**config.mk**
```make
export PLATFORM = sky130hd
export DESIGN_NAME = operand_sequencer
export DESIGN_NICKNAME = d
export VERILOG_FILES = /design/src/rtl/opseq_pkg.sv /design/src/rtl/opseq_nibble_mux.sv /design/src/rtl/operand_sequencer.sv
export SDC_FILE = /design/constraint.sdc
export NUM_CORES = 1
export LEC_CHECK = 0
export BUFFER_PORTS_ARGS = -buffer_cell sky130_fd_sc_hd__buf_2
export CAP_MARGIN = 30
export CORE_ASPECT_RATIO = 1.4
export CORE_MARGIN = 3
export CORE_UTILIZATION = 35
export DETAILED_ROUTE_END_ITERATION = 10
export SLEW_MARGIN = 20
export SYNTH_ARGS = -nofsm -noshare
export SYNTH_HDL_FRONTEND = slang
export SYNTH_SLANG_ARGS = --single-unit
export TNS_END_PERCENT = 30
```
**constraint.sdc**
```tcl
create_clock -name clock -period 2.6 [get_ports clock]
set_input_delay 0.78 -clock clock [delete_from_list [all_inputs] [get_ports clock]]
set_output_delay 0.78 -clock clock [all_outputs]
set_load 0.1 [all_outputs]
```
**src/rtl/opseq_pkg.sv**
```systemverilog
`default_nettype none
// ============================================================================
//  Module      : opseq_pkg
//  Description : Shared state, operand-select and width definitions for the
//                operand sequencer.
//  Revision    : 1.0 - initial release
// ============================================================================
package opseq_pkg;

    localparam int OPND_W   = 4;
    localparam int RES_W    = 5;
    localparam int BUNDLE_W = 4 * OPND_W;

    typedef logic [2:0] state_t;

    localparam state_t ST_IDLE = 3'd0;
    localparam state_t ST_SEND = 3'd1;
    localparam state_t ST_GAP  = 3'd2;
    localparam state_t ST_WAIT = 3'd3;
    localparam state_t ST_RESP = 3'd4;

    localparam logic [1:0] OP_A = 2'd0;
    localparam logic [1:0] OP_B = 2'd1;
    localparam logic [1:0] OP_C = 2'd2;
    localparam logic [1:0] OP_D = 2'd3;

    localparam logic [RES_W-1:0] ERR_RESULT = 5'h1F;

endpackage : opseq_pkg
`default_nettype wire

```
**src/rtl/opseq_nibble_mux.sv**
```systemverilog
`default_nettype none
// ============================================================================
//  Module      : opseq_nibble_mux
//  Description : Selects one 4-bit operand (A..D) out of a 16-bit bundle.
//  Revision    : 1.0 - initial release
// ============================================================================
module opseq_nibble_mux
    import opseq_pkg::*;
(
    input  logic [BUNDLE_W-1:0] i_bundle,
    input  logic [1:0]          i_op,
    output logic [OPND_W-1:0]   o_nibble
);

    // A sits in the most significant nibble, D in the least
    always_comb begin
        o_nibble = '0;
        case (i_op)
            OP_A:    o_nibble = i_bundle[15:12];
            OP_B:    o_nibble = i_bundle[11:8];
            OP_C:    o_nibble = i_bundle[7:4];
            OP_D:    o_nibble = i_bundle[3:0];
            default: o_nibble = '0;
        endcase
    end

endmodule : opseq_nibble_mux
`default_nettype wire

```
**src/rtl/operand_sequencer.sv**
```systemverilog
`default_nettype none
// ============================================================================
//  Module      : operand_sequencer
//  Description : Accepts an A/B/C/D operand bundle, strobes each operand into
//                the compute unit, waits for its result and hands it on.
//                Optional macro OPSEQ_TIMEOUT_EN adds a WAIT-state timeout.
//  Revision    : 1.0 - initial release
// ============================================================================
module operand_sequencer
    import opseq_pkg::*;
#(
    parameter int CAP_GAP = 0,
    parameter int TIMEOUT = 32
) (
    input  logic                clock,
    input  logic                rst,
    input  logic                in_valid,
    output logic                in_ready,
    input  logic [BUNDLE_W-1:0] in_data,
    output logic [OPND_W-1:0]   cap_data,
    output logic [1:0]          cap_op,
    output logic                cap_strobe,
    input  logic [RES_W-1:0]    res_in,
    input  logic                res_valid,
    output logic                out_valid,
    input  logic                out_ready,
    output logic [RES_W-1:0]    out_result,
    output logic                err
);

    localparam logic [3:0] GAP_LAST = 4'((CAP_GAP > 0) ? CAP_GAP - 1 : 0);

    state_t              r_state;
    state_t              w_state_nxt;
    logic [1:0]          r_op;
    logic [1:0]          w_op_nxt;
    logic [3:0]          r_gap;
    logic [BUNDLE_W-1:0] r_bundle;
    logic [BUNDLE_W-1:0] w_bundle;
    logic [OPND_W-1:0]   w_nibble;
    logic [RES_W-1:0]    r_result;
    logic                r_cap_strobe;
    logic [1:0]          r_cap_op;
    logic [OPND_W-1:0]   r_cap_data;
    logic                w_accept;
    logic                w_timeout;
    logic                w_send_nxt;

    assign in_ready   = (r_state == ST_IDLE) && !rst;
    assign out_valid  = (r_state == ST_RESP);
    assign out_result = r_result;
    assign cap_strobe = r_cap_strobe;
    assign cap_op     = r_cap_op;
    assign cap_data   = r_cap_data;
    assign w_accept   = in_valid && in_ready;
    assign w_send_nxt = (w_state_nxt == ST_SEND);

`ifdef OPSEQ_TIMEOUT_EN
    localparam int TO_W = $clog2(TIMEOUT + 1);
    localparam logic [TO_W-1:0] TO_LAST = TO_W'(TIMEOUT - 1);
    localparam logic [TO_W-1:0] TO_MAX  = TO_W'(TIMEOUT);

    logic [TO_W-1:0] r_to;
    logic            r_err;

    assign w_timeout = (r_state == ST_WAIT) && !res_valid && (r_to == TO_LAST);
    assign err       = r_err;

    always_ff @(posedge clock) begin
        if (rst) begin
            r_to  <= '0;
            r_err <= 1'b0;
        end else begin
            if (r_state != ST_WAIT) begin
                r_to <= '0;
            end else if (r_to != TO_MAX) begin
                r_to <= r_to + TO_W'(1);
            end
            if (w_accept) begin
                r_err <= 1'b0;
            end else if (w_timeout) begin
                r_err <= 1'b1;
            end
        end
    end
`else
    assign w_timeout = 1'b0;
    assign err       = 1'b0;
`endif

    always_comb begin
        w_state_nxt = r_state;
        w_op_nxt    = r_op;
        case (r_state)
            ST_IDLE: begin
                if (w_accept) begin
                    w_state_nxt = ST_SEND;
                    w_op_nxt    = OP_A;
                end
            end
            ST_SEND: begin
                if (r_op == OP_D) begin
                    w_state_nxt = ST_WAIT;
                end else begin
                    w_op_nxt    = r_op + 2'd1;
                    w_state_nxt = (CAP_GAP > 0) ? ST_GAP : ST_SEND;
                end
            end
            ST_GAP: begin
                if (r_gap == GAP_LAST) begin
                    w_state_nxt = ST_SEND;
                end
            end
            ST_WAIT: begin
                if (res_valid || w_timeout) begin
                    w_state_nxt = ST_RESP;
                end
            end
            ST_RESP: begin
                if (out_ready) begin
                    w_state_nxt = ST_IDLE;
                end
            end
            default: w_state_nxt = ST_IDLE;
        endcase
    end

    // On the accept edge the bundle is not registered yet, so bypass it
    assign w_bundle = w_accept ? in_data : r_bundle;

    opseq_nibble_mux u_nibble_mux (
        .i_bundle (w_bundle),
        .i_op     (w_op_nxt),
        .o_nibble (w_nibble)
    );

    always_ff @(posedge clock) begin
        if (rst) begin
            r_state      <= ST_IDLE;
            r_op         <= '0;
            r_gap        <= '0;
            r_bundle     <= '0;
            r_result     <= '0;
            r_cap_strobe <= 1'b0;
            r_cap_op     <= '0;
            r_cap_data   <= '0;
        end else begin
            r_state <= w_state_nxt;
            r_op    <= w_op_nxt;
            if (w_accept) begin
                r_bundle <= in_data;
            end
            if ((r_state == ST_GAP) && (r_gap != GAP_LAST)) begin
                r_gap <= r_gap + 4'd1;
            end else begin
                r_gap <= '0;
            end
            if (r_state == ST_WAIT) begin
                if (res_valid) begin
                    r_result <= res_in;
                end else if (w_timeout) begin
                    r_result <= ERR_RESULT;
                end
            end
            // Strobe outputs are registered from the next state so they line up with SEND
            r_cap_strobe <= w_send_nxt;
            r_cap_op     <= w_send_nxt ? w_op_nxt : 2'd0;
            r_cap_data   <= w_send_nxt ? w_nibble : '0;
        end
    end

endmodule : operand_sequencer
`default_nettype wire
```
### Word-level counts from Yosys, hierarchy flattened

Cells that the tools add are included.

* register bits: 37
* bits of input ports: 26
* output and inout bits: 15
* word-level logic and storage cells: 43

* $add $sub $neg: 2
* equal/unequal tests: 9
* muxes and demuxes: 11
* bitwise gates (word level): 2
* reductions and logical operators: 11

Operator list (count)
* two-way mux 16 bit: 1
* one-hot mux 4 bit (4 select lines): 1
* one-hot mux 3 bit (5 select lines): 1
* two-way mux 3 bit: 4
* equality test 2 bit (second input constant): 3
* equality test 3 x 1 -> 1 bit (second input constant): 2
* equality test 3 x 2 -> 1 bit (second input constant): 2
* two-way mux 2 bit: 3
* adder 4 x 1 -> 4 bit (second input constant): 1
* logical NOT 4 bit: 1
* one-hot mux 2 bit (2 select lines): 1
* nonzero test 4 bit: 1
* OR reduction 2 bit: 2
* equality test 3 bit (second input constant): 1
* logical AND 1 bit: 3
* logical NOT 3 bit: 1
* adder 2 x 1 -> 2 bit (second input constant): 1
* equality test 2 x 1 -> 1 bit (second input constant): 1
* logical NOT 2 bit: 1
* inverter 1 bit: 2
* AND reduction 2 bit: 1
* logical NOT 1 bit: 1

### Longest topological paths before layout

* depth in word-level cells: 8
* gate-level depth with buffers: 7
* mapped depth without buffers: 7

### By module

Synthesis repeated with hierarchy kept, for this count alone.

* cells, all modules: 147
* area total of the unflattened synthesis: 1586.5 um2

By module, submodules not included
* operand_sequencer: instances 1, cells an instance 143, area each 1481.4 um2, seq. area each 740.7 um2
* opseq_nibble_mux: instances 1, cells an instance 4, area each 105.1 um2, seq. area each 0.0 um2

### Worst setup path before layout

OpenSTA, ideal clock, no wires.

* path type: reg2out
* start point: reg r_state[1]
* end point: out out_valid
* arrival: 2.658 ns
* required time: 1.820 ns
* path slack: -0.838 ns
* cell stages (with the launch flop): 3
* buffers on the path: 1
* path through: dfxtp_1 buf_6 nor3b_1

* word-level cells in the longest chain between the ends: 1

Ends and longest elaborated chain
* start: declaration: RTL line operand_sequencer.sv:33 `state_t r_state;`
* start signal: assignment: RTL line operand_sequencer.sv:148 `r_state <= w_state_nxt;`
* equality test 3 bit: RTL line operand_sequencer.sv:50 `assign out_valid = (r_state == ST_RESP);`
* end: declaration: RTL line operand_sequencer.sv:25 `output logic out_valid,`

No other way between the ends.

### Worst setup path in the final report

* start point: in rst
* end point: out in_ready

* word-level cells in the longest chain between the ends: 2

Ends and longest elaborated chain
* start: declaration: RTL line operand_sequencer.sv:16 `input logic rst,`
* logical NOT 1 bit: RTL line operand_sequencer.sv:49 `assign in_ready = (r_state == ST_IDLE) && !rst;`
* logical AND 1 bit: RTL line operand_sequencer.sv:49
* end: declaration: RTL line operand_sequencer.sv:18 `output logic in_ready,`

No other way between the ends.

==> metrics.txt <==
max_cap viols=0; Area growth, synth to finish=21.0%; clock buffer depth=2; hold_buf cts=0; vias per cell=4.83; Pwr Density=approximately 600 nW/µm²; Die ar.=5520 µm²; clock network fraction of total power=0.335; Mean Syn Cell Area=8.31 µm²; Routed WL per cell=11.9 µm; CTS H-Tree Depth=2; first-pass GRT wire length=6130 µm; largest net degree at the start of global routing=26; Routed Wire Length=3490 µm; GRT Overall Usage=0.142; crit path kind=input port to output port; Post-Syn Area=1630 µm²; Worst setup SP type=input port; status=complete, no violations; number of fill cells in the layout=497; VDD IR max=0.307 mV; Finished Core Util=0.453; sw frac=0.273; minimum clock period=about 2.4 ns; multi-input logic area=778 µm²; register bit total from synthesis=37; remaining global-route overflow=0; FF/Latch Area=741 µm²; P_int=0.856 mW; Worst EP required=about 1.8 ns; Die X=63.6 µm; Leak=0.822 nW; Setup Buffers After CTS=0; vias in the first global route=1421; Die Ht=86.7 µm; Final period util=0.936; final routed DRC violation total=0; Post-synth EDFFs=0; WP data arrival=1.65 ns; synth warn=0; Slew @ Worst Pin=0.490 ns; Hold/Removal Path Class=flop to flop; Final Skew=0.00271 ns; Async S/R FF share, synth=0; Nets=262; CTS clk-pin slew, worst paths=0.07 ns; Setup TNS=0 ns; Clk Latency, worst-skew pair=0.28 ns; row cnt=28; initial core utilization=0.375; Slew Limit Fails=0; endpoints failing hold=0; Psw=0.321 mW; 1st-iter DRT viols=53; crit-path max FO=3; CTS tree=yes; Seq/Total Area, Yosys=0.455; drt pass-1 iters=4; HPWL after DPL=2620 µm; share of cells above drive strength 1=0.239; number of port buffers=39; RSZ-0062 raised after global routing=no; vias=1421; Post-DRT Antenna Nets=0; Core Region=4340 µm²; Slew headroom=0.670; Synth Flop Type=dfxtp_1; Setup crit end kind=output port; routability cong.=0.818; post-cts resize count=0; Clk Tree Root Cell=clkbuf_8; n_diodes=0; f_max=0.411 GHz; reg-to-reg slack, setup=a little under 0.6 ns; Syn Nets=224; Synth Instances=196; top-level port count=41; final setup violation count=0; Logic pwr share=0.155; number of buffers created by CTS=5; sequential share of power=0.509; Clock Sinks=37; synth unique cells=37; initial antenna violation count=0
==> cells in the mapped netlist, types with 3 or more instances <==
master / count / area (µm²)
a211oi_1: 4 / 30.0
a31oi_1: 3 / 18.8
mux2i_1: 7 / 70.1
nand2_1: 36 / 135
nand2b_1: 4 / 25.0
nand3_1: 4 / 20.0
buf_2: 3 / 15.0
clkbuf_1: 5 / 18.8
a21oi_1: 17 / 85.1
o21ai_0: 6 / 30.0
nor2_1: 20 / 75.1
inv_1: 10 / 37.5
dfxtp_1: 37 / 741
nor3_1: 4 / 20.0
o22ai_1: 5 / 31.3
==> path summary, 6_finish.rpt <==
path | endpoint | startpoint | cells past startpoint
max | in_ready | rst | 4
min | r_bundle[10]$_SDFF_PP0_ | r_bundle[10]$_SDFF_PP0_ | 2
max reg2reg | cap_data[1]$_SDFF_PP0_ | r_state[0]$_SDFF_PP0_ | 5
min reg2reg | r_bundle[10]$_SDFF_PP0_ | r_bundle[10]$_SDFF_PP0_ | 2
==> flip-flops by register name (all words and copies together), names as in the netlist <==
name and cells:
cap_strobe 1, r_gap 4, r_bundle 16, r_state 3
out_result 5, r_op 2, cap_data 4, cap_op 2
==> layout make-up <==
class	instances	share of cell area
Tap cell	60	0.0381
Multi-Input combinational cell	136	0.395
Timing Repair Buffer	44	0.126
Inverter	10	0.0210
Sequential cell	37	0.376
Clock buffer	7	0.0438
==> metal layers <==
layer,global-route usage,vias to the layer above,wire length [µm],part of all wire
li1,-,730,-,-
met1,0.155,657,1450,0.42
met2,0.251,30,1830,0.53
met3,0.0415,4,159,0.046
met4,0.0648,0,47,0.013
met5,0,-,0,0
==> power groups by stage <==
stage | clock network, mW | logic, mW | registers (mW)
2_1_floorplan | 0 | 0.102 | 0.644
3_3_place_gp | 0 | 0.184 | 0.612
3_5_place_dp | 0 | 0.184 | 0.613
4_1_cts | 0.409 | 0.185 | 0.600
5_1_grt | 0.436 | 0.203 | 0.602
6_report | 0.395 | 0.183 | 0.600
==> critical path, stage by stage <==
cell        delay (ns)
buf_2             0.12
or4_4             0.46
clkinvlp_4        0.12
buf_12            0.17
==> metrics by stage <==
stage	instances	hold slack [ns]	instance area (µm²)	power [mW]	setup WS [ns]
finish	294	0.455	1970	1.18	0.166
global route	294	0.479	1970	1.24	0.133
CTS	294	0.458	1970	1.19	0.161
detailed placement	287	0.448	1880	0.797	0.167
global placement	287	0.443	1880	0.796	0.161
floorplan	196	0.430	1640	0.747	0.0807
==> layout by cell type, fill, tap and decap left out, types with 5 or more instances in the layout <==
cell      instances
nor2_1           20
buf_2            38
dfxtp_1          37
inv_1             9
o22ai_1           5
buf_4             5
a21oi_1          17
nand2_1          36
mux2i_1           7
clkbuf_8          6
o21ai_0           6
==> kinds of logic (layout without fill, tap and decap cells) <==
logic type | count (synthesis) | after routing | synth area share
multiplexers | 7 | 7 | 0.0430
adder cells (fa/ha/maj) | 4 | 4 | 0.0277
AO/OA/AOI/OAI | 41 | 41 | 0.152
XOR/XNOR | 2 | 2 | 0.0108
buffers and inverters | 23 | 61 | 0.0699
flip-flops | 37 | 37 | 0.455
AND/OR/NAND/NOR | 81 | 81 | 0.239
other | 1 | 1 | 0.00230
(Power assumes the default switching activity.)
